==> config.mk <==
export PLATFORM = sky130hd
export DESIGN_NAME = shift_lr_pipe
export DESIGN_NICKNAME = d
export VERILOG_FILES = /design/src/rtl/shift_lr_pipe.sv
export SDC_FILE = /design/constraint.sdc
export NUM_CORES = 1
export LEC_CHECK = 0
export ABC_AREA = 0
export CORE_ASPECT_RATIO = 0.8
export CORE_MARGIN = 3
export CORE_UTILIZATION = 59
export DETAILED_ROUTE_END_ITERATION = 8
export DONT_BUFFER_PORTS = 1
export PLACE_DENSITY = 0.84
export SYNTH_ARGS = -nofsm -noshare
export SYNTH_HDL_FRONTEND = slang
export SYNTH_SLANG_ARGS = --single-unit
==> constraint.sdc <==
create_clock -name clock -period 1.9 [get_ports clock]
set_input_delay 0.475 -clock clock [delete_from_list [all_inputs] [get_ports clock]]
set_output_delay 0.475 -clock clock [all_outputs]
set_load 0.02 [all_outputs]
==> src/rtl/shift_lr_pipe.sv <==
// Pipelined bi-directional barrel shifter (SRA/SRL/SLL/ROL) with valid/ready on both sides.
// Optional ZERO/CARRY flag outputs are built only when SHIFT_FLAGS_EN is defined.
module shift_lr_pipe #(
    parameter int unsigned WIDTH  = 32,
    parameter int unsigned SHW    = $clog2(WIDTH),
    parameter int unsigned STAGES = 2
) (
    input  logic             clock,
    input  logic             reset,
    input  logic             in_valid,
    output logic             in_ready,
    input  logic [WIDTH-1:0] X,
    input  logic [SHW-1:0]   S,
    input  logic [1:0]       OP,
    output logic             out_valid,
    input  logic             out_ready,
`ifdef SHIFT_FLAGS_EN
    output logic             ZERO,
    output logic             CARRY,
`endif
    output logic [WIDTH-1:0] Z
);

    localparam int unsigned GRP = (SHW + STAGES - 1) / STAGES;

    localparam logic [1:0] OP_SRA = 2'b00;
    localparam logic [1:0] OP_SRL = 2'b01;
    localparam logic [1:0] OP_SLL = 2'b10;
    localparam logic [1:0] OP_ROL = 2'b11;

    logic stall;

    // A stalled output freezes every stage, bubbles included.
    assign stall    = out_valid && !out_ready;
    assign in_ready = !stall;

    for (genvar g = 0; g < STAGES; g++) begin : g_stage
        localparam int unsigned LO = g * GRP;
        localparam int unsigned HI = ((g + 1) * GRP < SHW) ? (g + 1) * GRP : SHW;

        logic [WIDTH-1:0] d_in;
        logic [SHW-1:0]   sh_in;
        logic [1:0]       op_in;
        logic             v_in;
        logic [WIDTH-1:0] d_out;
        logic [WIDTH-1:0] data_q;
        logic             vld_q;
`ifdef SHIFT_FLAGS_EN
        logic             c_in;
        logic             c_out;
        logic             cry_q;
`endif

        if (g == 0) begin : g_src
            assign d_in  = X;
            assign sh_in = S;
            assign op_in = OP;
            assign v_in  = in_valid;
`ifdef SHIFT_FLAGS_EN
            assign c_in  = 1'b0;
`endif
        end else begin : g_chain
            assign d_in  = g_stage[g-1].data_q;
            assign sh_in = g_stage[g-1].g_fwd.sh_q;
            assign op_in = g_stage[g-1].g_fwd.op_q;
            assign v_in  = g_stage[g-1].vld_q;
`ifdef SHIFT_FLAGS_EN
            assign c_in  = g_stage[g-1].cry_q;
`endif
        end

        // Mux levels owned by this stage; level j shifts by 2^(SHW-1-j).
        always_comb begin : level_mux
            logic [WIDTH-1:0] d;
            logic             sb;
            int unsigned      amt;
`ifdef SHIFT_FLAGS_EN
            logic             c;
            c = c_in;
`endif
            d   = d_in;
            sb  = 1'b0;
            amt = 0;
            for (int unsigned j = LO; j < HI; j++) begin
                sb  = 1'(sh_in >> (SHW - 1 - j));
                amt = 1 << (SHW - 1 - j);
                if (sb) begin
                    case (op_in)
                        OP_SRA: begin
`ifdef SHIFT_FLAGS_EN
                            c = 1'(d >> (amt - 1));
`endif
                            d = WIDTH'($signed(d) >>> amt);
                        end
                        OP_SRL: begin
`ifdef SHIFT_FLAGS_EN
                            c = 1'(d >> (amt - 1));
`endif
                            d = d >> amt;
                        end
                        OP_SLL: begin
`ifdef SHIFT_FLAGS_EN
                            c = 1'(d >> (WIDTH - amt));
`endif
                            d = d << amt;
                        end
                        OP_ROL: begin
                            d = (d << amt) | (d >> (WIDTH - amt));
`ifdef SHIFT_FLAGS_EN
                            c = d[0];
`endif
                        end
                        default: d = d_in;
                    endcase
                end
            end
            d_out = d;
`ifdef SHIFT_FLAGS_EN
            c_out = c;
`endif
        end

        // Payload loads only for a valid op, so Z changes only when a result arrives.
        always_ff @(posedge clock) begin
            if (reset) begin
                vld_q  <= 1'b0;
                data_q <= '0;
`ifdef SHIFT_FLAGS_EN
                cry_q  <= 1'b0;
`endif
            end else if (!stall) begin
                vld_q <= v_in;
                if (v_in) begin
                    data_q <= d_out;
`ifdef SHIFT_FLAGS_EN
                    cry_q  <= c_out;
`endif
                end
            end
        end

        if (g < STAGES - 1) begin : g_fwd
            logic [SHW-1:0] sh_q;
            logic [1:0]     op_q;

            always_ff @(posedge clock) begin
                if (reset) begin
                    sh_q <= '0;
                    op_q <= '0;
                end else if (!stall && v_in) begin
                    sh_q <= sh_in;
                    op_q <= op_in;
                end
            end
        end

`ifdef SHIFT_FLAGS_EN
        if (g == STAGES - 1) begin : g_out
            logic zero_q;

            always_ff @(posedge clock) begin
                if (reset) begin
                    zero_q <= 1'b0;
                end else if (!stall && v_in) begin
                    zero_q <= (d_out == '0);
                end
            end
        end
`endif
    end

    assign out_valid = g_stage[STAGES-1].vld_q;
    assign Z         = g_stage[STAGES-1].data_q;
`ifdef SHIFT_FLAGS_EN
    assign ZERO      = g_stage[STAGES-1].g_out.zero_q;
    assign CARRY     = g_stage[STAGES-1].cry_q;
`endif

endmodule

# Word-level counts from Yosys, hierarchy flattened
# Cells that the tools add are included.
[op_classes] add_sub_neg=0 multipliers=0 n_div=0 order_cmp=0 eq_ne=6 shift=0 muxes=10 n_bitwise=6 reduce_logical=8
[op_table] cell="$pmux 32 s4" n=5
[op_table] cell="$mux 32" n=5
[op_table] cell="$or 32x1->32" n=1
[op_table] cell="$or 32x16->32" n=1
[op_table] cell="$or 32x2->32" n=1
[op_table] cell="$or 32x4->32" n=1
[op_table] cell="$or 32x8->32" n=1
[op_table] cell="$eq 2x2->1 const B" n=4
[op_table] cell="$eq 2x1->1 const B" n=2
[op_table] cell="$logic_not 2->1" n=2
[op_table] cell="$reduce_and 2->1" n=2
[op_table] cell="$logic_and 1x1->1" n=2
[op_table] cell="$logic_not 1->1" n=2
[op_table] cell="$not 1->1" n=1
[word_totals] register_bits=70 latch_bits=0 ram_bits=0 mem_bits_ro=0 inputBits=43 output_inout_bits=34 mem_count=0

# Logic depth before layout (Yosys ltp)
# Gate-level depths: netlist (run 1).
[depth] ltp_word=9 depth_mapped=8 mapped_depth_nobuf=6

# Worst setup path after synthesis (run 1)
# OpenSTA, ideal clock, no wires.
[synth_timing] path_type="in2reg" start="input port OP[1]" end="register g_stage[0].data_q[18]" setup_time_ns=0.088 t_arrival_ns=1.773 path_slack_ns=0.039 path_stages=7 path_buffers=2 path_cell_list="buf_6 > or3b_1 > buf_6 > a31oi_4 > and2_4 > o311ai_1 > a311oi_2"
[synth_between] elab_chain_len=9 elab_cells_between_ends=12
[synth_rtl] item="start, declared" line="14" source="input logic [1:0] OP,"
[synth_rtl] item="$eq 2x2->1, or another cell as far along" line="88" source="case (op_in)"
[synth_rtl] item="$pmux 32 s4" line="88"
[synth_rtl] item="$mux 32" line="87" source="if (sb) begin"
[synth_rtl] item="$or 32x8->32" line="108" source="d = (d << amt) | (d >> (WIDTH - amt));"
[synth_rtl] item="$pmux 32 s4" line="88"
[synth_rtl] item="$mux 32" line="87"
[synth_rtl] item="$or 32x4->32" line="108"
[synth_rtl] item="$pmux 32 s4" line="88"
[synth_rtl] item="$mux 32 *" line="87"
[synth_rtl] item="end signal, assigned" line="134" source="data_q <= d_out;"
[synth_rtl] item="end, declared" line="46" source="logic [WIDTH-1:0] data_q;"
# Mark *: on every way between the ends. The rest lies on a longest branch, timed or not.
# A chain may end at the register's enable or synchronous reset.

# Final worst setup path (run 1)
[layout_timing] start="input port OP[0]" end="register g_stage[0].data_q[2]"
# Same word-level chain as after synthesis.

==> impl_metrics.tcl, run 1 <==
set metrics [dict create \
    status "finished clean" \
    wl_per_cell_um 22.0 \
    comb_power_share 0.294 \
    stdcell_area_um2 7170 \
    critPathCaptureType "flip-flop" \
    yosysUniqueCellTypes 72 \
    die_h_um 100 \
    fin_crit_ps 1790 \
    topRoutingLayerUsed "met4" \
    io_pins 77 \
    layout-drive-gt1-share 0.159 \
    wl_met2_um 9790 \
    drv_slew 0 \
    root_buffer "clkbuf_16" \
    synth_nets 960 \
    gp_congestion 1.02 \
    power.share.clock 0.322 \
    yosysTopAreaCell "dfxtp_1" \
    synth-seq-area-share 0.215 \
    drt-pass1-iter-count 8 \
    crit_arrival_ps 2020 \
    muxShareOfSynthArea 0.111 \
    clock_latency_ps 340 \
    synth_seq_cells 70 \
    cts_inserted_buffers 9 \
    layoutNonFillerInstCount 1058 \
    async_reset_ff_frac 0 \
    netlist_top_cells_area "dfxtp_1 22%, a21oi_1 10%, nor2_1 5.7%" \
    clkTransAtPathRegs_ps 50 \
    placed_area_um2 6910 \
    clock_path_buffers 2 \
    gr-total-overflow 0 \
    nets 958 \
    dieWidth_um 123 \
    fmax_mhz 558 \
    yosys_warnings 0 \
    power_density_nw_per_um2 645 \
    hold_viol_final 0 \
    swShare 0.331 \
    hold_path_class "input port to flip-flop" \
    p_int_w 0.00309 \
    hpwlAfterDp_um 16700 \
    drtIter0Drc 1304 \
    synthToLayoutAreaGrowth_pct 10.1 \
    synth_xor_xnor_area_share 0 \
    post_cts_buffers 0 \
    critical_path_class "input port to flip-flop" \
    whs_ps 213 \
    cts_tree "done" \
    worst_pin_slew_ps 522 \
    cts_max_level 3 \
    power_leakage_nw 2.53 \
    fp-row-count 33 \
    synth_simple_gate_area_frac 0.225 \
    ys_top_cells_by_count "132 x a21oi_1, 99 x nor2_1, 90 x nand2_1" \
    irDropWorstVdd_mv 0.602 \
    syn_area_um2 6510 \
    synth_top_family_by_area "compound AO/OA/AOI/OAI gates" \
    core_um2 10500 \
    p_sw_w 0.00153 \
    pwr-share-seq 0.384 \
    fin_util 0.684 \
    seqCellArea_um2 1410 \
    synth-adder-area-share 0 \
    grt_max_degree 115 \
    grt_pass1_wl_um 36600 \
    multi_input_area_um2 4630 \
    maxSlewHeadroom 0.643 \
    ys.flop_type "dfxtp_1" \
    vias 7476 \
    drc 0 \
    dieArea_um2 12300 \
    cts.sinks 70 \
    drv.max_cap_violation_count 0 \
    synth_cells 917 \
    first_global_vias 6802 \
    grtUsageTotal 0.379 \
    synth.top_cell.area_share 0.215 \
    dp_cells 1044 \
    antenna_found_initial 0 \
    vias_per_cell 7.07 \
    synth_most_common_cell "a21oi_1" \
    start_util 0.621 \
    syn_avg_cell_area_um2 7.10 \
    ant_nets 0 \
    worstPathMaxFanout 26 \
    port-buffer-count 0 \
    wirelength_met1_um 9760 \
    synth_compound_area_frac 0.374 \
    nFillCells 909 \
    critPathLaunchType "input port" \
    rsz0062_at_grt "no" \
    finalClockSkew_ps 10.8 \
    wl_met3_um 2920 \
    cp.required_ps 2120 \
    post-route-period-util 0.944 \
    synth_edf_count 0 \
    setup_viol 0 \
    finalSetupTns_ps 0 \
    num_antenna_cells 0 \
    routed_wl_um 23300 \
]
-- final timing paths --
check | slack, ps | to | cells past startpoint | startpoint
setup / recovery | 110 | g_stage[0].data_q[2] | 6 | OP[0]
setup reg to reg | 110 | g_stage[0].data_q[2] | 8 | out_valid
hold reg to reg | 470 | g_stage[0].vld_q | 2 | g_stage[0].vld_q
hold / removal | 210 | out_valid | 1 | reset
-- power by group through the flow --
stage | clock network (W) | registers, W | logic, W
final | 0.00149 | 0.00178 | 0.00136
after global routing | 0.00156 | 0.00179 | 0.00147
after CTS | 0.00150 | 0.00177 | 0.00132
after detailed placement | 0 | 0.00180 | 0.00131
after global placement | 0 | 0.00180 | 0.00129
after floorplan | 0 | 0.00173 | 0.00105
-- area by class of cell --
| class | count | area share |
|---|---|---|
| well taps | 140 | 0.0244 |
| multi-input cells | 746 | 0.645 |
| repair buffers | 80 | 0.0947 |
| clock buffers | 12 | 0.0344 |
| clock inverters | 2 | 0.00140 |
| inverters | 8 | 0.00419 |
| flip-flops and latches | 70 | 0.196 |
-- stage by stage --
stage	power [W]	worst slack, ps
finish	0.00462	107
CTS	0.00459	83.5
detailed placement	0.00311	-83.2
floorplan	0.00279	38.8
global route	0.00482	11.9
global placement	0.00309	-47.1
-- state kept, by name (all words and copies together) (netlist names) --
name                cells
Z                      32
g_stage.data_q         32
g_stage.g_fwd.op_q      2
g_stage.g_fwd.sh_q      2
g_stage.vld_q           1
out_valid               1
-- logic make-up after synthesis --
group	count (synthesis)
AND/OR/NAND/NOR	312
multiplexers	66
AO/OA/AOI/OAI	368
buffers and inverters	101
flip-flops	70
-- placed cells by master (no fill, tap or decap), types with 9 or more instances in the layout --
cell,instances
a211oi_1,33
a21oi_1,132
a311oi_1,16
a31oi_1,21
and2_1,12
buf_4,73
clkbuf_16,9
dfxtp_1,68
mux2_2,31
mux2i_1,33
nand2_1,90
nand2b_1,16
nand3_1,14
nor2_1,99
nor2b_1,25
nor3_1,26
o21a_1,27
o21ai_0,42
o22ai_1,9
-- critical path: stages --
cell and delay [ps]:
nand2b_1 260, a311oi_1 440, a211oi_1 100, a2111oi_0 500, buf_4 210, nor4_1 40
-- metal layers --
metal / global-route usage / up-vias
met5: 0 / -
met4: 0.146 / 0
met3: 0.102 / 74
met2: 0.541 / 506
met1: 0.541 / 3461
li1: - / 3435
-- what timing repair did --
action,4_1_cts,5_1_grt
hold buffers,0,0
gates resized for setup,0,5
endpoints found under the setup margin,0,8
endpoints found under the hold margin,0,0
Power figures use the tool's default switching activity.
==> run 2: changes to the inputs <==
- SKIP_LAST_GASP: not set -> 1
==> results of run 2 <==
No change in the layout: final DEF, timing and power equal those of run 1.
==> RTL edit (flow settings as in run 2) <==
`STAGES`: 2 -> 1.
--- a/src/rtl/shift_lr_pipe.sv
+++ b/src/rtl/shift_lr_pipe.sv
@@ -3,7 +3,7 @@
 module shift_lr_pipe #(
     parameter int unsigned WIDTH  = 32,
     parameter int unsigned SHW    = $clog2(WIDTH),
-    parameter int unsigned STAGES = 2
+    parameter int unsigned STAGES = 1
 ) (
     input  logic             clock,
     input  logic             reset,
Function: changed (a bounded check fails within 4 cycles, from zero or initial values and one cycle with reset high).
==> RTL edit against run 2 <==
The flow now stops in global routing; area after synthesis down 10%; synthesized cell count down 6.5%.
==> RTL edit: results <==
metrics = {
    "outcome": {
        "status": "stopped before the end",
        "haltStage": "global routing",
        "stop_error": "[ERROR GRT-0232] Routing congestion too high. Check the congestion heatmap in the GUI.",
    },
    "place": {
        "hpwl_um": 21800,
        "place_inst": 1108,
        "gp_congestion": 1.25,
        "port_buffers": 0,
    },
    "global_routing": {
        "gr-usage-all-layers": 0.805,
        "grt_max_degree": 132,
        "grt_overflow": 8,
    },
    "synth": {
        "yosys_warnings": 0,
        "syn_nets": 900,
        "synth-seq-area-share": 0.113,
        "yosys-top-cells-count": "nor2_1, nand2_1, a21oi_1",
        "synthTopCellsByArea": "dfxtp_1, nor2_1, nand2_1",
        "async_flop_share": 0,
        "syn_area_per_cell_um2": 6.82,
        "ys_types": 78,
        "ys.flop_type": "dfxtp_1",
    },
    "clock_network": {
        "clockBufferDepth": 2,
        "h-tree-depth": 2,
        "clockRootBuffer": "clkbuf_16",
        "cts_sinks": 33,
        "cts_made_buffers": 5,
    },
}
[RTL edit: logic make-up after synthesis]
family	synth area share
AOI/OAI and AO/OA	0.516
buffers and inverters	0.0812
DFF	0.113
muxes	0.0313
and+or+nand+nor	0.258
[RTL edit: per-layer routing]
layer  track usage  GRT overflow
met3         0.750             0
met2         0.902             4
met4         0.741             4
met1         0.802             0
met5         0.576             0
[RTL edit: timing repair]
item	CTS
gates resized for setup	79
endpoints found under the setup margin	32
pin swaps	43
gates cloned	2
setup buffers	9
[RTL edit: stage by stage]
step	area, µm²	setup slack [ps]	TNS [ps]
3_5_place_dp	7280	-799	-20120
2_1_floorplan	6040	-549	-12540
4_1_cts	7930	-274	-6630
3_3_place_gp	7280	-745	-18000
